File: config.mk
export PLATFORM = sky130hd
export DESIGN_NAME = quadrature_decoder
export DESIGN_NICKNAME = d
export VERILOG_FILES = /design/src/rtl/qdec_pkg.sv /design/src/rtl/qdec_sync.sv /design/src/rtl/quadrature_decoder.sv
export SDC_FILE = /design/constraint.sdc
export NUM_CORES = 1
export LEC_CHECK = 0
export ABC_AREA = 1
export CAP_MARGIN = 10
export CORE_AREA = 2 2 53 55
export DETAILED_ROUTE_END_ITERATION = 7
export DIE_AREA = 0 0 55 57
export GPL_TIMING_DRIVEN = 1
export PLACE_DENSITY = 0.74
export SYNTH_ARGS = -nofsm -noshare
export SYNTH_HDL_FRONTEND = slang
export SYNTH_SLANG_ARGS = --single-unit
export TNS_END_PERCENT = 50
File: constraint.sdc
create_clock -name clk -period 7.05 [get_ports clk]
set_clock_uncertainty 0.1 [all_clocks]
set_input_delay 1.0575 -clock clk [delete_from_list [all_inputs] [get_ports clk]]
set_output_delay 1.0575 -clock clk [all_outputs]
set_load 0.03 [all_outputs]
File: src/rtl/qdec_pkg.sv
// ============================================================================
// qdec_pkg : shared FSM states, direction constants and Gray-step decode.
// Revision : 1.0
// ============================================================================
`default_nettype none

package qdec_pkg;

  typedef enum logic [0:0] {
    ST_INIT = 1'b0,
    ST_RUN  = 1'b1
  } state_t;

  localparam logic DIR_UP   = 1'b1;
  localparam logic DIR_DOWN = 1'b0;

  // Position of an AB value along the 00->01->11->10 cycle.
  function automatic logic [1:0] gray_pos(input logic [1:0] ab);
    return {ab[1], ab[1] ^ ab[0]};
  endfunction

  // Returns {valid, err, dir}; a difference of two positions is a double-bit change.
  function automatic logic [2:0] qdec_decode(input logic [1:0] prev_ab, input logic [1:0] cur_ab);
    logic [1:0] diff;
    diff = gray_pos(cur_ab) - gray_pos(prev_ab);
    case (diff)
      2'd1:    return {1'b1, 1'b0, DIR_UP};
      2'd3:    return {1'b1, 1'b0, DIR_DOWN};
      2'd2:    return {1'b0, 1'b1, DIR_DOWN};
      default: return 3'b000;
    endcase
  endfunction

endpackage

`default_nettype wire

File: src/rtl/qdec_sync.sv
// ============================================================================
// qdec_sync : STAGES-deep reset-to-0 synchronizer for the asynchronous pins.
// Revision  : 1.0
// ============================================================================
`default_nettype none

module qdec_sync #(
  parameter int STAGES = 2,
  parameter int WIDTH  = 2
) (
  input  logic             clk,
  input  logic             reset_n,
  input  logic [WIDTH-1:0] d,
  output logic [WIDTH-1:0] q
);

  logic [WIDTH-1:0] r_stage [STAGES];

  always_ff @(posedge clk or negedge reset_n) begin
    if (!reset_n) begin
      for (int i = 0; i < STAGES; i++) r_stage[i] <= '0;
    end else begin
      r_stage[0] <= d;
      for (int i = 1; i < STAGES; i++) r_stage[i] <= r_stage[i-1];
    end
  end

  assign q = r_stage[STAGES-1];

endmodule

`default_nettype wire

File: src/rtl/quadrature_decoder.sv
// ============================================================================
// quadrature_decoder : quadrature pins -> step/dir/error events and position.
// Optional glitch filter enabled by defining QDEC_FILTER_EN.   Revision : 1.0
// ============================================================================
`default_nettype none

module quadrature_decoder
  import qdec_pkg::*;
#(
  parameter int CNT_WIDTH   = 8,
  parameter int SYNC_STAGES = 2,
  parameter int FILTER_LEN  = 4
) (
  input  logic                 clk,
  input  logic                 reset_n,
  input  logic                 a_in,
  input  logic                 b_in,
  input  logic                 load_en,
  input  logic [CNT_WIDTH-1:0] counter_in,
  input  logic                 err_clr,
  output logic [CNT_WIDTH-1:0] count,
  output logic                 dir,
  output logic                 step_pulse,
  output logic                 err_pulse,
  output logic                 err_sticky
);

`ifdef QDEC_FILTER_EN
  localparam int INIT_CYCLES = SYNC_STAGES + 1 + FILTER_LEN;
`else
  localparam int INIT_CYCLES = SYNC_STAGES + 1;
`endif
  localparam int INIT_W = $clog2(INIT_CYCLES + 1);

  generate
    if (SYNC_STAGES < 2 || FILTER_LEN < 2) begin : g_param_check
      $error("quadrature_decoder: SYNC_STAGES and FILTER_LEN must be >= 2");
    end
  endgenerate

  logic [1:0]        w_sync_ab;
  logic [1:0]        w_cur_ab;
  logic [1:0]        r_prev_ab;
  logic [2:0]        w_dec;
  logic              w_decode_en;
  logic              w_step;
  logic              w_err;
  state_t            r_state;
  state_t            w_next_state;
  logic [INIT_W-1:0] r_init_cnt;

  qdec_sync #(
    .STAGES (SYNC_STAGES),
    .WIDTH  (2)
  ) u_sync (
    .clk     (clk),
    .reset_n (reset_n),
    .d       ({a_in, b_in}),
    .q       (w_sync_ab)
  );

`ifdef QDEC_FILTER_EN
  localparam int FLT_W = $clog2(FILTER_LEN + 1);
  logic [1:0]       r_flt_last;
  logic [1:0]       r_cur_ab;
  logic [FLT_W-1:0] r_flt_cnt;

  // r_flt_cnt counts consecutive identical samples; accept on the FILTER_LEN-th.
  always_ff @(posedge clk or negedge reset_n) begin
    if (!reset_n) begin
      r_flt_last <= 2'b00;
      r_cur_ab   <= 2'b00;
      r_flt_cnt  <= '0;
    end else if (w_sync_ab != r_flt_last) begin
      r_flt_last <= w_sync_ab;
      r_flt_cnt  <= FLT_W'(1);
    end else begin
      if (r_flt_cnt < FLT_W'(FILTER_LEN)) r_flt_cnt <= r_flt_cnt + FLT_W'(1);
      if (r_flt_cnt == FLT_W'(FILTER_LEN - 1)) r_cur_ab <= w_sync_ab;
    end
  end

  assign w_cur_ab = r_cur_ab;
`else
  assign w_cur_ab = w_sync_ab;
`endif

  always_ff @(posedge clk or negedge reset_n) begin
    if (!reset_n) r_state <= ST_INIT;
    else          r_state <= w_next_state;
  end

  always_comb begin
    w_next_state = r_state;
    w_decode_en  = 1'b0;
    case (r_state)
      ST_INIT: if (r_init_cnt == INIT_W'(INIT_CYCLES - 1)) w_next_state = ST_RUN;
      ST_RUN:  w_decode_en = 1'b1;
      default: w_next_state = ST_INIT;
    endcase
  end

  always_ff @(posedge clk or negedge reset_n) begin
    if (!reset_n)              r_init_cnt <= '0;
    else if (r_state == ST_INIT) r_init_cnt <= r_init_cnt + INIT_W'(1);
  end

  assign w_dec  = qdec_decode(r_prev_ab, w_cur_ab);
  assign w_step = w_decode_en & w_dec[2];
  assign w_err  = w_decode_en & w_dec[1];

  // prev_ab follows the accepted value in INIT too, so the first RUN compare is clean.
  always_ff @(posedge clk or negedge reset_n) begin
    if (!reset_n) begin
      r_prev_ab  <= 2'b00;
      count      <= '0;
      dir        <= 1'b0;
      step_pulse <= 1'b0;
      err_pulse  <= 1'b0;
      err_sticky <= 1'b0;
    end else begin
      r_prev_ab  <= w_cur_ab;
      step_pulse <= w_step;
      err_pulse  <= w_err;
      if (w_step) dir <= w_dec[0];
      if (load_en)
        count <= counter_in;
      else if (w_step)
        count <= (w_dec[0] == DIR_UP) ? count + CNT_WIDTH'(1) : count - CNT_WIDTH'(1);
      if (w_err)        err_sticky <= 1'b1;
      else if (err_clr) err_sticky <= 1'b0;
    end
  end

endmodule

`default_nettype wire

==> results of run 1 <==
-- metrics by stage --
| stage | area [um2] | worst slack, ns | power (W) |
|---|---|---|---|
| floorplan | 1200 | 4.57 | 0.000351 |
| global placement | 1480 | 4.24 | 0.000430 |
| detailed placement | 1480 | 4.18 | 0.000438 |
| CTS | 1510 | 4.16 | 0.000499 |
| global route | 1510 | 3.88 | 0.000538 |
| finish | 1510 | 4.16 | 0.000495 |
-- routing by layer --
layer  GRT usage (%)  vias up  wire length [um]
met1            24.5      469              1120
met5               0        -                 0
met4            10.5        0                55
met3            3.40        4                80
li1                -      507                 -
met2            25.5       25              1050
-- cell families after synthesis --
logic type | after synthesis
AOI/OAI and AO/OA | 15
DFF | 21
adders and majority gates | 10
xor gates and xnor gates | 5
and+or+nand+nor | 68
buffers and inverters | 22
-- cell usage after synthesis, drive strengths merged --
cell type | n | area (um2)
nand2 | 44 | 165
dfrtp | 21 | 526
inv | 21 | 81.3
nand3 | 13 | 65.1
ha | 9 | 113
nor2 | 7 | 57.6
o21ai | 5 | 25.0
o211ai | 4 | 30.0
a21oi | 3 | 18.8
xnor2 | 3 | 26.3
or2 | 2 | 12.5
xor2 | 2 | 17.5
a22o | 1 | 8.76
a31oi | 1 | 6.26
buf | 1 | 11.3
fa | 1 | 20.0
nand3b | 1 | 7.51
nand4 | 1 | 6.26
o21bai | 1 | 7.51
-- layout make-up --
class | instances | area, um2
Multi-Input combinational cell | 98 | 587
Timing Repair Buffer | 25 | 250
Sequential cell | 21 | 526
Clock buffer | 3 | 22.5
Inverter | 21 | 81.3
Fill cell | 255 | 1100
Tap cell | 31 | 38.8
Clock inverter | 1 | 7.51
-- final timing paths --
kind	to	start	slack, ns
min reg2reg	u_sync.q[0]$_DFF_PN0_	u_sync.r_stage[2]$_DFF_PN0_	0.26
max	count[7]$_DFFE_PN0P_	u_sync.q[1]$_DFF_PN0_	4.16
max in group asynchronous	count[0]$_DFFE_PN0P_	reset_n	5.13
min in group asynchronous	r_init_cnt[1]$_DFFE_PN0N_	reset_n	1.15
min	u_sync.q[0]$_DFF_PN0_	u_sync.r_stage[2]$_DFF_PN0_	0.26
max reg2reg	count[7]$_DFFE_PN0P_	u_sync.q[1]$_DFF_PN0_	4.16
-- report_power, final --
part	switching, W	internal, W
clock	0.0000385	0.0000216
combinational	0.000160	0.000112
sequential	0.0000201	0.000143
-- state kept, by name, indices dropped and copies added (netlist names), 2 cells and up --
signal	count
count	8
r_init_cnt	2
r_prev_ab	2
u_sync.q	2
u_sync.r_stage	2
-- worst max-delay path: stages, from the launching register on --
cell	delay, ns
dfrtp_1	0.45
xnor2_1	0.15
ha_1	0.36
inv_1	0.10
nand3_1	0.36
ha_1	0.49
or2_1	0.22
nand2_1	0.14
nor2_1	0.05
nor2_1	0.13
nand3_1	0.09
nand3_1	0.09
nand2_1	0.05
==> reports/results.tsv, run 1 <==
stage	metric	value	unit
synthesis	register area share after synthesis	43.6	%
worst_hold_path	Hold Crit Depth	0	
cts	Sink Count	21	
status	status	completed	
drt	Via density	5.03	
pwr	Peak supply drop	0.240	mV
layout	most frequent cells in the layout	nand2_1, clkdlybuf4s50_1, dfrtp_1	
sta	Slew @ Worst Pin	0.927	ns
synthesis	Synth Instances	141	
place	GPL Wtd Cong	0.816	
floorplanning	Vert. Die Dim	57	um
cts	Root Driver	clkbuf_4	
layout	Layout Utilization	57.8	%
grt	GRT Util Overall	17.7	%
place	port buffer count	25	
layout	nets@finish	194	
grt	initial antenna violation count	0	
drt	drc violations	0	
grt	first-pass GRT wire length	3950	um
place	dpl hpwl	1810	um
floorplanning	Starting Density	46.1	%
sta	Final period util	40.9	%
cts	Max clock buf depth	2	
worst_hold_path	Hold WC Path Type	reg2reg	
run	Max Cap Violations	0	
synthesis	Distinct cells, synth	26	
floorplanning	io pins	26	
sta	RSZ-0062 raised after global routing	no	
cts	Worst-Skew Late Latency	0.31	ns
synthesis	simple-gate share of the synthesized area	26.1	%
synthesis	Synth Cell Area	1200	um2
floorplanning	CORE AREA	2620	um2
setup_path	crit path kind	reg2reg	
sta	final setup TNS	0	ns
drt	drt wl/cell	11.5	um
place	Placed Cells	196	
setup_path	Critical Path Source Type	flip-flop	
sta	Slew Limit Fails	0	
grt	largest net degree at the start of global routing	22	
synthesis	syn_nets	165	
sta	Final Setup Violations	0	
synthesis	Post-Synth XOR/XNOR Area	3.63	%
drt	Detailed Route Iter0 Violations	18	
setup_path	CP required	7.16	ns
synthesis	post-synthesis mux area share	0	%
cts	Post-CTS Setup Bufs	0	
pwr	Pleak	0.746	nW
cts	post-CTS sizing	0	
grt	GRT overflow	0	
cts	TritonCTS clock tree	yes	
grt	vias in the first global route	963	
layout	most common cell after layout, fill and taps aside	nand2_1	
sta	Max Clock Freq	346	MHz
drt	Via Count	1005	
synthesis	Compound-Gate Fraction of Synth Area	8.00	%
synthesis	largest family of logic cells by synthesized area	simple AND/OR/NAND/NOR gates	
sta	Fin. Hold Viols	0	
drt	drt first pass iters	4	
sta	min Tclk post-route	2.89	ns
setup_path	worst-path fanout max	10	
cts	TritonCTS Buffers	3	
cts	H-tree depth	1	
layout	# diodes	0	
sta	Hold WS	0.263	ns
synthesis	Synth Area in Adders	11.0	%
drt	drt total wl	2310	um
layout	Non-Filler Instances	200	
cts	cts hold-fix bufs	0	
layout	layout cell share with drive strength beyond 1	7.10	%
drt	Routed Antenna Nets	0	
layout	area added between synthesis and finish	25.5	%
cts	Worst-path clk slew	0.13	ns
floorplanning	Die X	55	um
synthesis	Syn Area/Cell	8.55	um2
synthesis	Yosys warnings	0	
synthesis	Synth Register Bits	21	
setup_path	Reg2Reg Depth	12	
setup_path	type of element capturing the critical path	flip-flop	
floorplanning	row cnt	19	
sta	Max transition margin	38.0	%
setup_path	WP data arrival	3.00	ns
pwr	Cell Pwr Density	327	nW/um2
floorplanning	Die Area	3140	um2
(Power assumes the default switching activity.)
==> run 2: changes to the inputs <==
CORE_AREA = 2 2 40 79   (was 2 2 53 55)
DIE_AREA = 0 0 42 81   (was 0 0 55 57)
PLACE_DENSITY = 0.71   (was 0.74)
clock period = 2.63 ns   (was 7.05 ns; I/O delays follow)
==> reports/results.tsv, run 2 (synthesis gave the netlist of run 1 again) <==
stage	metric	value	unit
grt	initial antenna violation count	0	
cts	Root Driver	clkbuf_8	
place	port buffer count	25	
setup_path	CP max stage delay	0.43	ns
setup_path	reg2reg end	count[7]$_DFFE_PN0P_	
drt	Detailed Route Iter0 Violations	7	
worst_hold_path	Hold WC Path Type	reg2reg	
worst_hold_path	Hold Crit Depth	0	
layout	# diodes	0	
setup_path	r2r setup slk	0.13	ns
layout	area added between synthesis and finish	32.1	%
cts	Sink Count	21	
floorplanning	Die X	42	um
floorplanning	Die Area	3400	um2
drt	Routed Antenna Nets	0	
grt	vias in the first global route	995	
sta	Max Clock Freq	401	MHz
layout	Top reg by flops	count	
layout	Filler Cells Inserted	258	
setup_path	WP data arrival	2.56	ns
drt	drt wl/cell	12.2	um
cts	Worst-Skew Late Latency	0.27	ns
status	status	completed	
layout	Non-Filler Instances	203	
pwr	Tot Pwr	0.00143	W
sta	Final Setup Violations	0	
floorplanning	io pins	26	
pwr	Peak supply drop	0.571	mV
cts	TritonCTS Buffers	3	
drt	Via Count	1029	
setup_path	Reg2Reg Depth	15	
place	Placed Cells	199	
floorplanning	CORE AREA	2840	um2
pwr	Pleak	0.772	nW
drt	drt total wl	2490	um
sta	Slew Limit Fails	0	
layout	most frequent cells in the layout	nand2_1, clkdlybuf4s50_1, dfrtp_1	
layout	most common cell after layout, fill and taps aside	nand2_1	
setup_path	crit path kind	reg2reg	
sta	Max transition margin	76.8	%
setup_path	type of element capturing the critical path	flip-flop	
setup_path	Critical Path Source Type	flip-flop	
cts	Post-CTS Setup Bufs	0	
sta	Slew @ Worst Pin	0.347	ns
place	dpl hpwl	1860	um
grt	GRT overflow	0	
drt	drt first pass iters	4	
floorplanning	Starting Density	42.5	%
layout	max reg flops	8	
floorplanning	row cnt	28	
setup_path	worst-path fanout max	7	
cts	Worst-path clk slew	0.08	ns
grt	largest net degree at the start of global routing	22	
setup_path	reg2reg start	r_prev_ab[1]$_DFF_PN0_	
place	GPL Wtd Cong	0.830	
cts	TritonCTS clock tree	yes	
pwr	Cell Pwr Density	899	nW/um2
sta	min Tclk post-route	2.50	ns
drt	drc violations	0	
worst_hold_path	Hold Startpoint	u_sync.r_stage[2]$_DFF_PN0_	
setup_path	CP required	2.69	ns
sta	Final period util	94.9	%
run	Max Cap Violations	0	
sta	final setup TNS	0	ns
worst_hold_path	Hold EP	u_sync.q[0]$_DFF_PN0_	
setup_path	critical path's slowest cell	dfrtp_1	
sta	Hold WS	0.254	ns
floorplanning	Vert. Die Dim	81	um
setup_path	Crit. Startpoint	r_prev_ab[1]$_DFF_PN0_	
cts	Max clock buf depth	2	
layout	layout cell share with drive strength beyond 1	13.3	%
setup_path	critical-path cell list	xor2_1 -> ha_2 -> inv_1 -> nand3_2 -> buf_4 -> ha_1 -> nand2_1 -> inv_1 -> nand3_1 -> nor2_1 -> nor2_2 -> inv_1 -> nand2_1 -> nand3_1 -> nand2_1	
grt	first-pass GRT wire length	4100	um
cts	H-tree depth	1	
layout	Layout Utilization	56.1	%
grt	GRT Util Overall	15.6	%
layout	nets@finish	198	
drt	Via density	5.07	
sta	Fin. Hold Viols	0	
run 2: what timing repair did:
| action | CTS | global route |
|---|---|---|
| setup endpoints to repair | 0 | 3 |
| hold buffers | 0 | 0 |
| resized for setup | 0 | 7 |
run 2: area by class of cell:
| class | count | area, um2 | share of cell area, % |
|---|---|---|---|
| clock buffer | 3 | 41.3 | 2.59 |
| multi-input combinational | 98 | 618 | 38.8 |
| sequential | 21 | 526 | 33.0 |
| inverter | 21 | 81.3 | 5.11 |
| timing repair buffer | 29 | 280 | 17.6 |
| clock inverter | 1 | 7.51 | 0.472 |
| tap | 30 | 37.5 | 2.36 |
run 2: through the flow:
stage | instance area [um2] | worst slack, ns
detailed placement | 1510 | 0.0444
finish | 1590 | 0.133
floorplan | 1200 | 0.147
global placement | 1510 | 0.140
CTS | 1560 | 0.0294
global route | 1590 | -0.0128
run 2: worst max path at each step:
stage          cells after the start  slack, ns                    to
3_5_place_dp                      14       0.04  count[7]$_DFFE_PN0P_
5_1_grt                           15      -0.01  count[7]$_DFFE_PN0P_
6_report                          15       0.13  count[7]$_DFFE_PN0P_
3_3_place_gp                      14       0.14  count[7]$_DFFE_PN0P_
2_1_floorplan                     12       0.15  count[7]$_DFFE_PN0P_
4_1_cts                           14       0.03  count[7]$_DFFE_PN0P_
run 2: layer usage:
layer / track usage, % / wire, um / up-vias
li1: - / - / 513
met1: 17.8 / 1050 / 483
met2: 26.9 / 1280 / 28
met3: 2.22 / 102 / 5
met4: 9.68 / 51 / 0
met5: 0 / 0 / -
run 2: power breakdown:
group          leakage (nW)  internal [W]  switching, W
Combinational         0.509      0.000330      0.000442
Sequential            0.241      0.000383     0.0000565
Clock                0.0217      0.000107      0.000112
Total                 0.772      0.000820      0.000611
run 2: worst max-delay path: cells and delay by family, from the launching register on:
kind,cells,cell delay [ns]
flip-flops,1,0.43
AND/OR/NAND/NOR,8,0.62
buffers and inverters,4,0.41
adder cells (fa/ha/maj),2,0.63
XOR/XNOR,1,0.20
==> run 3: changes to the inputs <==
SKIP_LAST_GASP = 1   (was default)
==> reports/results.tsv, run 3 (synthesis gave the netlist of run 1 again) <==
stage	metric	value	unit
pwr	Pleak	0.771	nW
setup_path	critical-path cell list	xor2_1 -> ha_2 -> inv_1 -> nand3_2 -> buf_4 -> ha_2 -> nand2_1 -> nand2_1 -> nand2_1 -> nand2_1 -> nor2_2 -> nand3_1 -> nand3_1 -> nand2_1	
floorplanning	Vert. Die Dim	81	um
setup_path	cell mode on critical path	nand2_1	
cts	H-tree depth	1	
sta	RSZ-0062 raised after global routing	yes	
grt	vias in the first global route	995	
cts	Worst-path clk slew	0.08	ns
sta	setup ws final	0.125	ns
cts	TritonCTS clock tree	yes	
floorplanning	io pins	26	
drt	met3 wire length	106	um
setup_path	Worst Path Buf+Inv	2	
drt	Detailed Route Iter0 Violations	8	
grt	GRT overflow	0	
layout	max reg flops	8	
run	Max Cap Violations	0	
sta	Final period util	95.3	%
drt	Routed Antenna Nets	0	
floorplanning	row cnt	28	
sta	Slew Limit Fails	0	
layout	most common cell after layout, fill and taps aside	nand2_1	
layout	final instance area	1590	um2
place	dpl hpwl	1860	um
drt	Via Count	1034	
setup_path	Critical Path Source Type	flip-flop	
drt	drc violations	0	
drt	drt wl/cell	12.2	um
floorplanning	Die Area	3400	um2
drt	met2 routed WL	1280	um
floorplanning	Starting Density	42.5	%
drt	wire length on met1	1040	um
sta	Final Setup Violations	0	
setup_path	WP data arrival	2.57	ns
place	Post-Place Worst Slack	0.0444	ns
setup_path	critical path's slowest cell	dfrtp_1	
grt	first-pass GRT wire length	4100	um
status	status	completed	
sta	final setup TNS	0	ns
setup_path	type of element capturing the critical path	flip-flop	
grt	initial antenna violation count	0	
floorplanning	Die X	42	um
place	Post-DP Area	1510	um2
cts	TritonCTS Buffers	3	
drt	top layer in use	met4	
sta	Fin. Hold Viols	0	
sta	min Tclk post-route	2.51	ns
layout	nets@finish	198	
place	GPL Wtd Cong	0.830	
drt	drt total wl	2480	um
drt	drt first pass iters	4	
place	port buffer count	25	
pwr	Cell Pwr Density	899	nW/um2
setup_path	CP required	2.69	ns
setup_path	Top delay family on crit path	simple AND/OR/NAND/NOR gates	
cts	Max clock buf depth	2	
cts	Worst-Skew Late Latency	0.26	ns
layout	# diodes	0	
pwr	Peak supply drop	0.571	mV
grt	largest net degree at the start of global routing	22	
setup_path	CP max stage delay	0.43	ns
drt	Via density	5.09	
sta	Max Clock Freq	399	MHz
cts	Post-CTS Setup Bufs	0	
sta	Slew @ Worst Pin	0.344	ns
layout	area added between synthesis and finish	32.1	%
worst_hold_path	Hold WC Path Type	reg2reg	
cts	Root Driver	clkbuf_8	
setup_path	crit path kind	reg2reg	
layout	Top reg by flops	count	
sta	Max transition margin	77.0	%
setup_path	worst-path fanout max	7	
layout	layout cell share with drive strength beyond 1	13.3	%
floorplanning	CORE AREA	2840	um2
layout	most frequent cells in the layout	nand2_1, clkdlybuf4s50_1, dfrtp_1	
cts	Sink Count	21	
grt	GRT Util Overall	15.6	%
run 3: cell counts in the layout (fill, tap and decap cells not counted):
No cell type changed its count.
run 3: worst paths after layout:
check,from,to,slack (ns),cells after the start
worst max-delay path,r_prev_ab[1]$_DFF_PN0_,count[7]$_DFFE_PN0P_,0.12,14
worst min-delay path,u_sync.r_stage[2]$_DFF_PN0_,u_sync.q[0]$_DFF_PN0_,0.25,0
worst max register to register,r_prev_ab[1]$_DFF_PN0_,count[7]$_DFFE_PN0P_,0.12,14
worst min register to register,u_sync.r_stage[2]$_DFF_PN0_,u_sync.q[0]$_DFF_PN0_,0.25,0
max in group asynchronous,reset_n,count[0]$_DFFE_PN0P_,1.84,2
min in group asynchronous,reset_n,r_state$_DFF_PN0_,0.37,2
run 3: metal layers:
metal | global-route usage, % | up-vias
li1 | - | 515
met4 | 9.68 | 0
met2 | 26.9 | 30
met3 | 2.22 | 5
met1 | 17.8 | 484
met5 | 0 | -
run 3: through the flow:
step	utilization (%)	cells	hold slack [ns]	power (W)
2_1_floorplan	-	141	-0.00109	0.000942
3_3_place_gp	53.3	199	0.238	0.00117
3_5_place_dp	53.3	199	0.240	0.00118
4_1_cts	55.0	203	0.260	0.00141
5_1_grt	56.1	203	0.262	0.00154
6_report	56.1	203	0.254	0.00143
run 3: layout make-up:
class	count	area, um2
Clock inverter	1	7.51
Tap cell	30	37.5
Sequential cell	21	526
Inverter	21	81.3
Multi-Input combinational cell	98	618
Timing Repair Buffer	29	280
Clock buffer	3	41.3
Fill cell	258	1250
run 3: report_power, final:
part | internal (W) | total (W) | switching [W]
logic | 0.000331 | 0.000772 | 0.000441
clock network | 0.000107 | 0.000219 | 0.000112
registers | 0.000383 | 0.000439 | 0.0000561
run 3: timing repair:
item                                   in CTS  in global routing
resized for setup                           0                  7
setup endpoints to repair                   0                  3
endpoints found under the hold margin       0                  0
hold buffers                                0                  0
